[config.mk]
export PLATFORM = sky130hd
export DESIGN_NAME = control_unit
export DESIGN_NICKNAME = d
export VERILOG_FILES = /design/src/rtl/control_unit_pkg.sv /design/src/rtl/control_decode.sv /design/src/rtl/control_unit.sv
export SDC_FILE = /design/constraint.sdc
export NUM_CORES = 1
export LEC_CHECK = 0
export ABC_AREA = 1
export BUFFER_PORTS_ARGS = -buffer_cell sky130_fd_sc_hd__buf_4
export CAP_MARGIN = 20
export CORE_AREA = 3 3 40 42
export CTS_CLUSTER_SIZE = 8
export DETAILED_ROUTE_END_ITERATION = 7
export DIE_AREA = 0 0 43 45
export PLACE_DENSITY_LB_ADDON = 0.2
export SYNTH_ARGS = -nofsm -noshare
export SYNTH_HDL_FRONTEND = slang
export SYNTH_SLANG_ARGS = --single-unit
export TNS_END_PERCENT = 10
[constraint.sdc]
create_clock -name clk -period 2.4 [get_ports clk]
set_input_delay 0.48 -clock clk [delete_from_list [all_inputs] [get_ports clk]]
set_output_delay 0.48 -clock clk [all_outputs]
set_load 0.01 [all_outputs]
[src/rtl/control_unit_pkg.sv]
// control_unit_pkg: opcode constants, FSM state encoding, instruction-class
// codes and bus-mux select codes. Shared by control_decode, control_unit,
// the datapath and the testbench.
package control_unit_pkg;

  typedef enum logic [3:0] {
    OP_NOP  = 4'd0,
    OP_ADD  = 4'd1,
    OP_SUB  = 4'd2,
    OP_AND  = 4'd3,
    OP_NOT  = 4'd4,
    OP_RD   = 4'd5,
    OP_WR   = 4'd6,
    OP_BR   = 4'd7,
    OP_BRZ  = 4'd8,
    OP_HALT = 4'd15
  } opcode_e;

  typedef enum logic [3:0] {
    S_IDLE, S_FET1, S_FET2, S_DEC, S_EX1,
    S_RD1, S_RD2, S_WR1, S_WR2, S_BR1, S_BR2, S_HALT
  } state_e;

  // Instruction classes: opcodes that share a micro-sequence share a class.
  typedef enum logic [3:0] {
    CLS_NOP, CLS_ALU, CLS_NOT, CLS_RD, CLS_WR,
    CLS_BR, CLS_BRZ, CLS_HALT, CLS_ILLEGAL
  } iclass_e;

  // Bus_1 mux: 0..3 select R0..R3, 4 selects PC.
  localparam logic [2:0] SEL1_PC   = 3'd4;
  // Bus_2 mux sources.
  localparam logic [1:0] SEL2_ALU  = 2'd0;
  localparam logic [1:0] SEL2_BUS1 = 2'd1;
  localparam logic [1:0] SEL2_MEM  = 2'd2;

endpackage

[src/rtl/control_decode.sv]
// control_decode: combinational opcode -> instruction-class decode.
// Ports:
//   opcode_i  in  OP_SIZE  opcode field of the instruction register
//   iclass_o  out iclass_e instruction class; unlisted opcodes -> CLS_ILLEGAL
module control_decode
  import control_unit_pkg::*;
#(
  parameter int OP_SIZE = 4
) (
  input  logic [OP_SIZE-1:0] opcode_i,
  output iclass_e            iclass_o
);

  always_comb begin
    iclass_o = CLS_ILLEGAL;
    case (opcode_i)
      OP_SIZE'(OP_NOP):  iclass_o = CLS_NOP;
      OP_SIZE'(OP_ADD),
      OP_SIZE'(OP_SUB),
      OP_SIZE'(OP_AND):  iclass_o = CLS_ALU;
      OP_SIZE'(OP_NOT):  iclass_o = CLS_NOT;
      OP_SIZE'(OP_RD):   iclass_o = CLS_RD;
      OP_SIZE'(OP_WR):   iclass_o = CLS_WR;
      OP_SIZE'(OP_BR):   iclass_o = CLS_BR;
      OP_SIZE'(OP_BRZ):  iclass_o = CLS_BRZ;
      OP_SIZE'(OP_HALT): iclass_o = CLS_HALT;
      default:           iclass_o = CLS_ILLEGAL;
    endcase
  end

endmodule

[src/rtl/control_unit.sv]
// control_unit: instruction-sequencing FSM for the simple 4-register CPU.
// State is registered; control outputs are decoded combinationally from the
// state, the instruction register and the Z flag, so all outputs are 0 while
// rst is held (state forced to S_IDLE asynchronously).
// Ports:
//   clk, rst         clock (rising edge), asynchronous active-high reset
//   instruction      IR contents: [WORD_SIZE-1 -: OP_SIZE] opcode,
//                    [3:2] src register, [1:0] dest register
//   zero             Z flag register output (BRZ condition)
//   Load_Reg[3:0]    one-hot R0..R3 load       Load_PC / Inc_PC  PC control
//   Load_IR          IR load                   Load_Add_R        address reg load
//   Load_Reg_Y/Z     ALU Y operand / Z flag load
//   Sel_Bus_1_Mux    0..3 = R0..R3, 4 = PC     Sel_Bus_2_Mux  0 ALU, 1 Bus_1, 2 mem
//   write            memory write strobe       halted  high in S_halt
//   illegal          illegal-opcode flag
// Configuration: define ILLEGAL_OP_TRAP_EN to halt on illegal opcodes with a
// sticky illegal flag; otherwise illegal opcodes run as NOP and illegal = 0.
module control_unit
  import control_unit_pkg::*;
#(
  parameter int WORD_SIZE = 8,
  parameter int OP_SIZE   = 4
) (
  input  logic                 clk,
  input  logic                 rst,
  input  logic [WORD_SIZE-1:0] instruction,
  input  logic                 zero,
  output logic [3:0]           Load_Reg,
  output logic                 Load_PC,
  output logic                 Inc_PC,
  output logic                 Load_IR,
  output logic                 Load_Add_R,
  output logic                 Load_Reg_Y,
  output logic                 Load_Reg_Z,
  output logic [2:0]           Sel_Bus_1_Mux,
  output logic [1:0]           Sel_Bus_2_Mux,
  output logic                 write,
  output logic                 halted,
  output logic                 illegal
);

  state_e     state_q, state_d;
  iclass_e    iclass;
  logic [1:0] src, dest;
  logic [3:0] dest_onehot;

  assign src         = instruction[3:2];
  assign dest        = instruction[1:0];
  assign dest_onehot = 4'b0001 << dest;

  control_decode #(.OP_SIZE(OP_SIZE)) u_decode (
    .opcode_i (instruction[WORD_SIZE-1 -: OP_SIZE]),
    .iclass_o (iclass)
  );

`ifdef ILLEGAL_OP_TRAP_EN
  logic illegal_q, illegal_d;

  always_ff @(posedge clk or posedge rst) begin
    if (rst) begin
      state_q   <= S_IDLE;
      illegal_q <= 1'b0;
    end else begin
      state_q   <= state_d;
      illegal_q <= illegal_d;
    end
  end

  assign illegal = illegal_q;
`else
  always_ff @(posedge clk or posedge rst) begin
    if (rst) state_q <= S_IDLE;
    else     state_q <= state_d;
  end

  assign illegal = 1'b0;
`endif

  always_comb begin
    state_d       = state_q;
`ifdef ILLEGAL_OP_TRAP_EN
    illegal_d     = illegal_q;
`endif
    Load_Reg      = '0;
    Load_PC       = 1'b0;
    Inc_PC        = 1'b0;
    Load_IR       = 1'b0;
    Load_Add_R    = 1'b0;
    Load_Reg_Y    = 1'b0;
    Load_Reg_Z    = 1'b0;
    Sel_Bus_1_Mux = '0;
    Sel_Bus_2_Mux = '0;
    write         = 1'b0;
    halted        = 1'b0;

    case (state_q)
      S_IDLE: state_d = S_FET1;

      S_FET1: begin
        Sel_Bus_1_Mux = SEL1_PC;
        Sel_Bus_2_Mux = SEL2_BUS1;
        Load_Add_R    = 1'b1;
        state_d       = S_FET2;
      end

      S_FET2: begin
        Sel_Bus_2_Mux = SEL2_MEM;
        Load_IR       = 1'b1;
        Inc_PC        = 1'b1;
        state_d       = S_DEC;
      end

      S_DEC: begin
        case (iclass)
          CLS_NOP: state_d = S_FET1;
          CLS_ALU: begin
            Sel_Bus_1_Mux = {1'b0, src};
            Sel_Bus_2_Mux = SEL2_BUS1;
            Load_Reg_Y    = 1'b1;
            state_d       = S_EX1;
          end
          CLS_NOT: begin
            Sel_Bus_1_Mux = {1'b0, src};
            Sel_Bus_2_Mux = SEL2_ALU;
            Load_Reg_Z    = 1'b1;
            Load_Reg      = dest_onehot;
            state_d       = S_FET1;
          end
          CLS_RD, CLS_WR, CLS_BR, CLS_BRZ: begin
            if (iclass == CLS_BRZ && !zero) begin
              // Branch not taken: step the PC over the address byte.
              Inc_PC  = 1'b1;
              state_d = S_FET1;
            end else begin
              Sel_Bus_1_Mux = SEL1_PC;
              Sel_Bus_2_Mux = SEL2_BUS1;
              Load_Add_R    = 1'b1;
              case (iclass)
                CLS_RD:  state_d = S_RD1;
                CLS_WR:  state_d = S_WR1;
                default: state_d = S_BR1;
              endcase
            end
          end
          CLS_HALT: state_d = S_HALT;
          default: begin
`ifdef ILLEGAL_OP_TRAP_EN
            state_d   = S_HALT;
            illegal_d = 1'b1;
`else
            state_d   = S_FET1;
`endif
          end
        endcase
      end

      S_EX1: begin
        Sel_Bus_1_Mux = {1'b0, dest};
        Sel_Bus_2_Mux = SEL2_ALU;
        Load_Reg_Z    = 1'b1;
        Load_Reg      = dest_onehot;
        state_d       = S_FET1;
      end

      S_RD1, S_WR1: begin
        Sel_Bus_2_Mux = SEL2_MEM;
        Load_Add_R    = 1'b1;
        Inc_PC        = 1'b1;
        state_d       = (state_q == S_RD1) ? S_RD2 : S_WR2;
      end

      S_RD2: begin
        Sel_Bus_2_Mux = SEL2_MEM;
        Load_Reg      = dest_onehot;
        state_d       = S_FET1;
      end

      S_WR2: begin
        Sel_Bus_1_Mux = {1'b0, src};
        write         = 1'b1;
        state_d       = S_FET1;
      end

      S_BR1: begin
        Sel_Bus_2_Mux = SEL2_MEM;
        Load_Add_R    = 1'b1;
        state_d       = S_BR2;
      end

      S_BR2: begin
        Sel_Bus_2_Mux = SEL2_MEM;
        Load_PC       = 1'b1;
        state_d       = S_FET1;
      end

      S_HALT: halted = 1'b1;

      default: state_d = S_IDLE;
    endcase
  end

endmodule

==> flow_summary.json <==
{
  "largest_reg_flops": 4,
  "synth-compound-area-share_pct": 16.7,
  "syn_area_um2": 538,
  "layout_commonest_cell": "buf_4",
  "syn_inst": 96,
  "max_stage_delay_ns": 0.43,
  "synth-seq-cells": 4,
  "reg_top3": "state_q (4)",
  "vias_per_cell": 4.75,
  "worst_hold_path_type": "input port to async pin",
  "num-nets-final": 138,
  "synth_top_family_by_area": "simple AND/OR/NAND/NOR gates",
  "cts.clk_slew.worst_paths_ns": 0.04,
  "status": "completed",
  "cts-resized-gates": 0,
  "power_density_mw_per_mm2": 918,
  "setup_slack_ns": 0.361,
  "cts_root_buf": "clkbuf_4",
  "path_max_fanout": 6,
  "period_share_pct": 85.0,
  "cts_setup_buffers": 0,
  "seq_area_frac_synth_pct": 18.6,
  "wirelength_um": 1390,
  "setup_tns_ns": 0,
  "antenna_cells": 0,
  "layout_common_cells": "buf_4, nand2_1, inv_1",
  "cts_hold_buf": 0,
  "regMostFlops": "state_q",
  "die_x_um": 43,
  "io_pins": 29,
  "rsz0062_at_grt": "false",
  "cts_tree": "built",
  "path_cells": "nand2_1, clkinv_2, nand2_4, inv_1, nand2_2, nand2_2, or2_1, buf_4",
  "place_hpwl_um": 1200,
  "gp_congestion": 0.779,
  "hold_violations": 0,
  "cp.required_ns": 1.92,
  "critPathLaunchType": "flop",
  "dieHeight_um": 45,
  "syn_nets": 107,
  "crit_slowest_cell": "dfrtp_1",
  "synthSimpleGateAreaFrac_pct": 48.4,
  "fmax_mhz": 490,
  "synthXorXnorAreaFrac_pct": 0,
  "worst_r2r_startpoint": "state_q[2]",
  "htreeDepth": 1,
  "ant_nets": 0,
  "cts_buffers": 3,
  "die-area_mm2": 0.00194,
  "start_util_pct": 41.9,
  "vdd_drop_max_v": 0.000556,
  "area_delta_synth_final_pct": 44.0,
  "grt_max_degree": 8,
  "clkSinkCount": 4,
  "num_rows": 13,
  "place_ws_ns": 0.415,
  "crit_type": "flop to output port",
  "worst_path_most_repeated_cell": "nand2_2",
  "grtUsageTotal_pct": 15.9,
  "antenna_found_initial": 0,
  "vias": 665,
  "drcViolationCount": 0,
  "critical-path-top-delay-family": "simple AND/OR/NAND/NOR gates",
  "cp_num_buf_inv": 3,
  "setup_violations": 0,
  "grt_pass1_vias": 588,
  "min_period_ns": 2.04,
  "drive_gt1_share_pct": 35.2,
  "worstPathArrival_ns": 1.56,
  "synthAdderAreaFrac_pct": 0,
  "portBuffers": 27,
  "maxSlewViolCount": 0,
  "clock_skew_ns": 0.00412,
  "drt_iter0_drc": 12,
  "synth.distinct_cells": 23,
  "cellLeakagePower_nw": 0.450,
  "drv_cap": 0,
  "yosysWarnings": 0,
  "synth_mux_area_share_pct": 0,
  "core-area_mm2": 0.00128,
  "grt-ovfl-total": 0,
  "wl_per_cell_um": 9.93,
  "syn_avg_cell_area_um2": 5.60,
  "cts_max_path_buffers": 2,
  "grt_pass1_wl_um": 2400,
  "firstDrtPassIters": 4,
  "crit_path_start": "state_q[0]",
  "worst_skew_pair.late_latency_ns": 0.23,
  "end_kind": "output port"
}
worst reg2reg max path: stages (launching register included):
cell	delay, ns
dfrtp_1	0.39
inv_1	0.12
nor2_1	0.05
inv_1	0.19
nor2_1	0.06
a31oi_1	0.22
nand3_1	0.12
layer usage:
metal / part of all wire, % / GRT usage, % / vias up
met4: 0 / 0 / 0
li1: - / - / 356
met5: 0 / 0 / -
met2: 50 / 28.1 / 25
met3: 7.4 / 5.98 / 0
met1: 42 / 19.8 / 284
synth_stat cells:
library cell   n  area share, %
a21oi_1        2            1.9
or2_1          1            1.2
or2_2          1            1.2
dfrtp_1        4             19
nand3_1        5            4.7
nor2_1        14            9.8
conb_1         1           0.70
nand2_4        1            2.1
o211ai_1       3            4.2
nor3_1         3            2.8
a31oi_1        2            2.3
buf_4          1            1.4
clkinv_2       1           0.93
nor2_4         1            2.1
nand2_2        4            4.7
nand2_1       22             15
inv_1         18             13
o2111ai_1      1            1.6
inv_2          1           0.70
o21ai_2        1            1.6
o21ai_0        4            3.7
a22oi_1        1            1.4
nor2_2         4            4.7
layout make-up:
type	instances	area [µm²]
flip-flops and latches	4	100
repair buffers	27	203
clock buffers	3	22.5
fillers	131	510
multi-input cells	71	354
inverters	20	76.3
well taps	15	18.8
final timing paths:
check	slack, ns	cells past startpoint	endpoint
min in group clk	0.65	5	state_q[3]
max in group asynchronous	2.12	2	state_q[2]
worst max register to register	1.13	6	state_q[3]
worst min register to register	0.67	3	state_q[0]
worst min-delay path	0.13	2	state_q[0]
worst max-delay path	0.36	8	Sel_Bus_2_Mux[0]
kinds of logic after synthesis:
family	Yosys count
AO/OA/AOI/OAI	14
other	1
flip-flops	4
buffers and inverters	21
AND/OR/NAND/NOR	56
report_power, final:
| part | internal (W) | switching [W] |
|---|---|---|
| sequential | 0.0000955 | 0.0000332 |
| combinational | 0.000215 | 0.000288 |
| clock | 0.0000557 | 0.0000240 |
| total | 0.000366 | 0.000345 |
per-stage QoR:
step           hold slack, ns  utilization (%)  area [µm²]  total power, W  cells
6_report                0.129             60.3         774        0.000711    140
2_1_floorplan           0.246                -         538        0.000431     96
3_3_place_gp            0.369             58.5         752        0.000630    137
3_5_place_dp            0.374             58.5         752        0.000636    137
5_1_grt                 0.135             60.3         774        0.000786    140
4_1_cts                 0.124             60.3         774        0.000721    140
Note: power is estimated with default switching activity, not from simulation.
